### config.mk
export PLATFORM = sky130hd
export DESIGN_NAME = col_fifo_array_flat
export DESIGN_NICKNAME = d
export VERILOG_FILES = /design/src/rtl/col_fifo_pkg.sv /design/src/rtl/col_fifo_array_if.sv /design/src/rtl/col_fifo_lane.sv /design/src/rtl/col_fifo_array.sv /design/src/flat_wrapper.sv
export SDC_FILE = /design/constraint.sdc
export NUM_CORES = 1
export LEC_CHECK = 0
export CAP_MARGIN = 40
export CORE_ASPECT_RATIO = 0.5
export CORE_MARGIN = 3
export CORE_UTILIZATION = 44
export DETAILED_ROUTE_END_ITERATION = 8
export GPL_ROUTABILITY_DRIVEN = 1
export PLACE_DENSITY_LB_ADDON = 0.2
export SLEW_MARGIN = 15
export SYNTH_ARGS = -nofsm -noshare
export SYNTH_HDL_FRONTEND = slang
export SYNTH_HIERARCHICAL = 1
export SYNTH_SLANG_ARGS = --single-unit
### constraint.sdc
create_clock -name clk -period 4.2 [get_ports clk]
set_clock_uncertainty 0.05 [all_clocks]
set_input_delay 0.84 -clock clk [delete_from_list [all_inputs] [get_ports clk]]
set_output_delay 0.84 -clock clk [all_outputs]
set_load 0.05 [all_outputs]
### src/rtl/col_fifo_pkg.sv
// rtl/col_fifo_pkg.sv - shared types and helpers for the per-column FIFO array
package col_fifo_pkg;

  // Lane state fields are sized for the largest supported depth; lanes mask down.
  localparam int PTR_W_MAX = 8;

  function automatic int cnt_w(input int depth);
    return $clog2(depth + 1);
  endfunction

  typedef struct packed {
    logic [PTR_W_MAX-1:0] rd_ptr;
    logic [PTR_W_MAX-1:0] wr_ptr;
    logic [PTR_W_MAX:0]   count;
  } lane_state_t;

  function automatic logic even_parity(input logic [63:0] data);
    return ^data;
  endfunction

endpackage

### src/rtl/col_fifo_array_if.sv
// rtl/col_fifo_array_if.sv - per-lane write/read handshake bundle; optional COL_FIFO_PARITY_EN signals
interface col_fifo_array_if #(
  parameter int COLS   = 4,
  parameter int DATA_W = 2,
  parameter int DEPTH  = 4
);
  import col_fifo_pkg::*;

  localparam int CNT_W = cnt_w(DEPTH);

  logic                         flush;
  logic [COLS-1:0]              ival;
  logic [COLS-1:0][DATA_W-1:0]  idata;
  logic [COLS-1:0]              iready;
  logic [COLS-1:0]              oval;
  logic [COLS-1:0][DATA_W-1:0]  odata;
  logic [COLS-1:0]              oready;
  logic [COLS-1:0][CNT_W-1:0]   ocount;
  logic                         oempty_all;
`ifdef COL_FIFO_PARITY_EN
  logic [COLS-1:0]              iparity;
  logic [COLS-1:0]              oerr;
`endif

  modport master (
    output flush, ival, idata,
`ifdef COL_FIFO_PARITY_EN
    iparity,
`endif
    oready,
    input  iready, oval, odata, ocount,
`ifdef COL_FIFO_PARITY_EN
    oerr,
`endif
    oempty_all
  );

  modport slave (
    input  flush, ival, idata,
`ifdef COL_FIFO_PARITY_EN
    iparity,
`endif
    oready,
    output iready, oval, odata, ocount,
`ifdef COL_FIFO_PARITY_EN
    oerr,
`endif
    oempty_all
  );

endinterface

### src/rtl/col_fifo_lane.sv
// rtl/col_fifo_lane.sv - one DEPTH-entry elastic lane; parity check under COL_FIFO_PARITY_EN
module col_fifo_lane
  import col_fifo_pkg::*;
#(
  parameter int DATA_W = 2,
  parameter int DEPTH  = 4,
  localparam int CNT_W = cnt_w(DEPTH),
  localparam int PTR_W = $clog2(DEPTH)
) (
  input  logic              clk,
  input  logic              rstb,
  input  logic              flush_i,
  input  logic              ival_i,
  input  logic [DATA_W-1:0] idata_i,
  output logic              iready_o,
  output logic              oval_o,
  output logic [DATA_W-1:0] odata_o,
  input  logic              oready_i,
`ifdef COL_FIFO_PARITY_EN
  input  logic              iparity_i,
  output logic              oerr_o,
`endif
  output logic [CNT_W-1:0]  ocount_o
);

  localparam logic [PTR_W_MAX-1:0] PTR_MASK = PTR_W_MAX'(DEPTH - 1);
  localparam logic [PTR_W_MAX:0]   FULL_CNT = (PTR_W_MAX + 1)'(DEPTH);

  lane_state_t state_q, state_d;
  logic [DATA_W-1:0] mem_q [DEPTH];
  logic push, pop;

  assign iready_o = (state_q.count != FULL_CNT);
  assign oval_o   = (state_q.count != '0);
  assign push     = ival_i & iready_o;
  assign pop      = oval_o & oready_i;
  assign odata_o  = mem_q[state_q.rd_ptr[PTR_W-1:0]];
  assign ocount_o = state_q.count[CNT_W-1:0];

  always_comb begin
    state_d = state_q;
    if (flush_i) begin
      state_d = '0;
    end else begin
      if (push) state_d.wr_ptr = (state_q.wr_ptr + 1'b1) & PTR_MASK;
      if (pop)  state_d.rd_ptr = (state_q.rd_ptr + 1'b1) & PTR_MASK;
      if (push && !pop)      state_d.count = state_q.count + 1'b1;
      else if (pop && !push) state_d.count = state_q.count - 1'b1;
    end
  end

  always_ff @(posedge clk or negedge rstb) begin
    if (!rstb) state_q <= '0;
    else       state_q <= state_d;
  end

  // Storage is deliberately left unreset; a flushed push must not land.
  always_ff @(posedge clk) begin
    if (push && !flush_i) mem_q[state_q.wr_ptr[PTR_W-1:0]] <= idata_i;
  end

`ifdef COL_FIFO_PARITY_EN
  logic par_q [DEPTH];
  logic err_q, err_d;
  logic head_bad;

  assign head_bad = par_q[state_q.rd_ptr[PTR_W-1:0]]
                    != even_parity(64'(odata_o));
  assign oerr_o   = err_q;

  always_comb begin
    err_d = err_q;
    if (flush_i)              err_d = 1'b0;
    else if (pop && head_bad) err_d = 1'b1;
  end

  always_ff @(posedge clk or negedge rstb) begin
    if (!rstb) err_q <= 1'b0;
    else       err_q <= err_d;
  end

  always_ff @(posedge clk) begin
    if (push && !flush_i) par_q[state_q.wr_ptr[PTR_W-1:0]] <= iparity_i;
  end
`endif

endmodule

### src/rtl/col_fifo_array.sv
// rtl/col_fifo_array.sv - COLS independent elastic lanes; optional parity via COL_FIFO_PARITY_EN
module col_fifo_array
  import col_fifo_pkg::*;
#(
  parameter int COLS   = 4,
  parameter int DATA_W = 2,
  parameter int DEPTH  = 4
) (
  input  logic             clk,
  input  logic             rstb,
  col_fifo_array_if.slave  bus
);

  localparam int CNT_W = cnt_w(DEPTH);

  logic [COLS-1:0]             iready_w;
  logic [COLS-1:0]             oval_w;
  logic [COLS-1:0][DATA_W-1:0] odata_w;
  logic [COLS-1:0][CNT_W-1:0]  ocount_w;
`ifdef COL_FIFO_PARITY_EN
  logic [COLS-1:0]             oerr_w;
`endif

  for (genvar column = 0; column < COLS; column++) begin : g_lane
    col_fifo_lane #(
      .DATA_W (DATA_W),
      .DEPTH  (DEPTH)
    ) u_lane (
      .clk       (clk),
      .rstb      (rstb),
      .flush_i   (bus.flush),
      .ival_i    (bus.ival[column]),
      .idata_i   (bus.idata[column]),
      .iready_o  (iready_w[column]),
      .oval_o    (oval_w[column]),
      .odata_o   (odata_w[column]),
      .oready_i  (bus.oready[column]),
`ifdef COL_FIFO_PARITY_EN
      .iparity_i (bus.iparity[column]),
      .oerr_o    (oerr_w[column]),
`endif
      .ocount_o  (ocount_w[column])
    );
  end

  assign bus.iready     = iready_w;
  assign bus.oval       = oval_w;
  assign bus.odata      = odata_w;
  assign bus.ocount     = ocount_w;
  assign bus.oempty_all = &(~oval_w);
`ifdef COL_FIFO_PARITY_EN
  assign bus.oerr       = oerr_w;
`endif

endmodule

### src/flat_wrapper.sv
// flat-port wrapper written by rule: the top's interface ports become plain ports
module col_fifo_array_flat import col_fifo_pkg::*;
#(
  parameter int COLS   = 4,
  parameter int DATA_W = 2,
  parameter int DEPTH  = 4
)
  (clk, rstb, bus_flush, bus_ival, bus_idata, bus_oready, bus_iready, bus_oval, bus_odata, bus_ocount, bus_oempty_all);
  col_fifo_array_if #(.COLS(COLS), .DATA_W(DATA_W), .DEPTH(DEPTH)) bus_i ();
  input  logic clk;
  input  logic rstb;
  input wire logic [$bits(bus_i.flush)-1:0] bus_flush;
  input wire logic [$bits(bus_i.ival)-1:0] bus_ival;
  input wire logic [$bits(bus_i.idata)-1:0] bus_idata;
  input wire logic [$bits(bus_i.oready)-1:0] bus_oready;
  output wire logic [$bits(bus_i.iready)-1:0] bus_iready;
  output wire logic [$bits(bus_i.oval)-1:0] bus_oval;
  output wire logic [$bits(bus_i.odata)-1:0] bus_odata;
  output wire logic [$bits(bus_i.ocount)-1:0] bus_ocount;
  output wire logic [$bits(bus_i.oempty_all)-1:0] bus_oempty_all;
  assign bus_i.flush = bus_flush;
  assign bus_i.ival = bus_ival;
  assign bus_i.idata = bus_idata;
  assign bus_i.oready = bus_oready;
  assign bus_iready = bus_i.iready;
  assign bus_oval = bus_i.oval;
  assign bus_odata = bus_i.odata;
  assign bus_ocount = bus_i.ocount;
  assign bus_oempty_all = bus_i.oempty_all;
  col_fifo_array #(.COLS(COLS), .DATA_W(DATA_W), .DEPTH(DEPTH)) u_core (.clk(clk), .rstb(rstb), .bus(bus_i));
endmodule
==> results.json <==
{
  "status": "finished clean",
  "numCtsBuffers": 9,
  "use_met3_pct": 3.508,
  "yosysSeqAreaShare_pct": 39.98,
  "worstReg2RegStart": "u_core/g_lane[2].u_lane/ocount_o[0]$_DFFE_PN0P_",
  "synth-main-ff-cell": "dfrtp_1",
  "power.internal_mw": 2.721,
  "hold_violations": 0,
  "grt_pass1_wl_um": 19040,
  "cap_violations": 0,
  "clockPowerShare_pct": 15.0,
  "cts.sinks": 84,
  "p_leak_nw": 2.710,
  "syn_area_sq_um": 5658,
  "grt_util_met2_pct": 26.63,
  "hold_buffers": 0,
  "die_w_um": 166.4,
  "reg2reg_to": "u_core/g_lane[2].u_lane/state_q[8]$_DFFE_PN0P_",
  "yosysWarnings": 6,
  "p_per_area_nw_per_um2": 776.1,
  "ios": 48,
  "grt_max_degree": 30,
  "grt-ovfl-total": 0,
  "ff2ff_path_depth": 9,
  "critPathLaunchType": "flop",
  "row_count": 28,
  "p_total_mw": 5.007,
  "antenna_cells": 0,
  "ff2ff_setup_slack_ns": 0.59,
  "avgSynthCellArea_sq_um": 10.74,
  "drive_above_1_share_pct": 11.36,
  "cp_data_required_time_ns": 4.36,
  "max_freq_mhz": 277.0,
  "grt_setup_unrepaired": "no",
  "nets": 638,
  "via_per_inst": 5.469,
  "cts_resized": 0,
  "min_path_type": "input port to asynchronous set/reset pin",
  "sequentialPowerShare_pct": 25.8,
  "crit_fanout": 11,
  "antenna_found_initial": 0,
  "slew_viol_final": 0,
  "startpoint": "u_core/g_lane[2].u_lane/ocount_o[0]$_DFFE_PN0P_",
  "peakVddDrop_mv": 0.4313,
  "ant_nets": 0,
  "htreeDepth": 3,
  "synthDistinctLibCells": 50,
  "fin_crit_sh_pct": 85.97,
  "first_global_vias": 3810,
  "cp-end-kind": "flop",
  "arrival_ns": 3.77,
  "ys_top_cells_by_count": "dfrtp_1, ha_1, nor2_1",
  "clock_path_buffers": 2,
  "fillers": 1072,
  "dieHeight_um": 86.19,
  "use_met1_pct": 22.21,
  "min_period_ns": 3.611,
  "drc": 0,
  "netlist.area_leader.share_pct": 23.00,
  "path_class": "flop to flop",
  "cts_setup_buffers": 0,
  "max_slew_margin_pct": 51.12,
  "synth_cells": 527,
  "core_sq_um": 12190,
  "fin_tns_setup_ns": 0,
  "cts_tree": "built",
  "dp.cells": 721,
  "synth_edf_count": 32,
  "clock_latency_ns": 0.34,
  "wirelength_um": 11100,
  "synth_top_cell_by_area": "dfrtp_1",
  "ctsRootBufferMaster": "clkbuf_16",
  "synth_nets": 598,
  "holdWs_ns": 0.4344,
  "vias": 4031,
  "fp.dieArea_sq_um": 14340,
  "gp_congestion": 0.8839,
  "portBuffers": 47,
  "start_util_pct": 46.41,
  "area_growth_pct": 14.02,
  "p_sw_mw": 2.285,
  "async_reset_ff_share_pct": 61.90,
  "ys_ff_latch": 84,
  "p_sw_share_pct": 45.64,
  "instances_no_fill": 737,
  "dpl.hpwl_um": 8220,
  "finalSetupViolCount": 0,
  "drt_iter0_markers": 200,
  "wl_per_cell_um": 15.06,
  "synthTopCellsByArea": "dfrtp_1, edfxtp_1, ha_1",
  "grt_usage_pct": 16.10,
  "grt_most_used_layer": "met2",
  "synth.most_common_cell": "dfrtp_1",
  "first_pass_iters": 7,
  "worst_pin_slew_ns": 0.7332,
  "p_comb_share_pct": 59.2,
  "cts.clk_slew.worst_paths_ns": 0.07
}
cell families (layout without fill, tap and decap cells):
group / Yosys count / in the layout / share of synthesized area [%]
AND/OR/NAND/NOR: 181 / 181 / 18.27
adder cells (fa/ha/maj): 52 / 52 / 12.03
buffers and inverters: 40 / 85 / 4.511
XOR/XNOR: 32 / 32 / 4.954
multiplexers: 28 / 28 / 6.723
AO/OA/AOI/OAI: 110 / 110 / 13.53
flip-flops: 84 / 84 / 39.98
flip-flops by register name (all words and copies together) (netlist names):
| signal | count |
|---|---|
| u_core/g_lane.u_lane/state_q | 40 |
| u_core/g_lane.u_lane/ocount_o | 12 |
| u_core/g_lane.u_lane/mem_q | 32 |
through the flow:
| stage | area, sq um | worst slack (ns) | util [%] |
|---|---|---|---|
| global placement | 6167 | 0.3972 | 50.59 |
| floorplan | 5658 | 0.5306 | - |
| finish | 6451 | 0.5893 | 52.91 |
| detailed placement | 6167 | 0.3378 | 50.59 |
| CTS | 6451 | 0.5632 | 52.91 |
| global route | 6451 | 0.4196 | 52.91 |
cell type report:
cell class | count | area, sq um | share of cell area (%)
inverter | 18 | 67.56 | 1.047
clock inverter | 7 | 58.81 | 0.9116
tap | 165 | 206.4 | 3.200
multi-input combinational | 403 | 3141 | 48.68
sequential | 84 | 2262 | 35.07
clock buffer | 9 | 225.2 | 3.491
timing repair buffer | 51 | 490.5 | 7.603
worst max path at each step:
stage	slack [ns]	endpoint	depth (start not counted)
final	0.59	u_core/g_lane[2].u_lane/state_q[8]$_DFFE_PN0P_	9
after global routing	0.42	u_core/g_lane[0].u_lane/state_q[8]$_DFFE_PN0P_	9
after CTS	0.56	bus_oempty_all	4
after detailed placement	0.34	u_core/g_lane[0].u_lane/state_q[8]$_DFFE_PN0P_	8
after global placement	0.40	u_core/g_lane[0].u_lane/state_q[8]$_DFFE_PN0P_	8
after floorplan	0.53	u_core/g_lane[0].u_lane/state_q[8]$_DFFE_PN0P_	9
placed cells by master (no fill, tap or decap), types with 8 or more instances in the layout:
master,n
or4_4,8
nand2_1,30
clkbuf_16,9
dfrtp_1,52
inv_1,18
o211ai_1,8
mux2i_1,20
nor4_1,10
mux4_2,8
xnor2_1,12
xor2_1,20
ha_1,48
nand3_1,18
edfxtp_1,32
o21ai_0,20
clkdlybuf4s50_1,45
and2_1,16
a21oi_1,34
nand2b_1,10
nor2_1,44
power groups by stage:
stage               Sequential, mW  Combinational [mW]  Clock, mW
CTS                           1.30                2.97      0.775
finish                        1.29                2.96      0.753
floorplan                     1.24                2.44          0
global placement              1.31                2.92          0
global route                  1.33                3.28      0.808
detailed placement            1.31                2.95          0
per-layer routing:
layer  routed length [um]  vias to the layer above  share of wire (%)
li1                     -                     2039                  -
met1                 5436                     1912                 49
met2                 5125                       73                 46
met3                  440                        7                4.0
met4                   93                        0               0.84
met5                    0                        -                  0
worst max-delay path: stages (launching register included):
cell and delay (ns):
dfrtp_1 0.49, nor4_1 0.46, nand3_1 0.33, nand3_2 0.32, ha_1 0.36, o21a_1 0.21, and3_2 0.20, a221o_2 0.36
and4b_1 0.20, or4_1 0.50
Note: power is estimated with default switching activity, not from simulation.
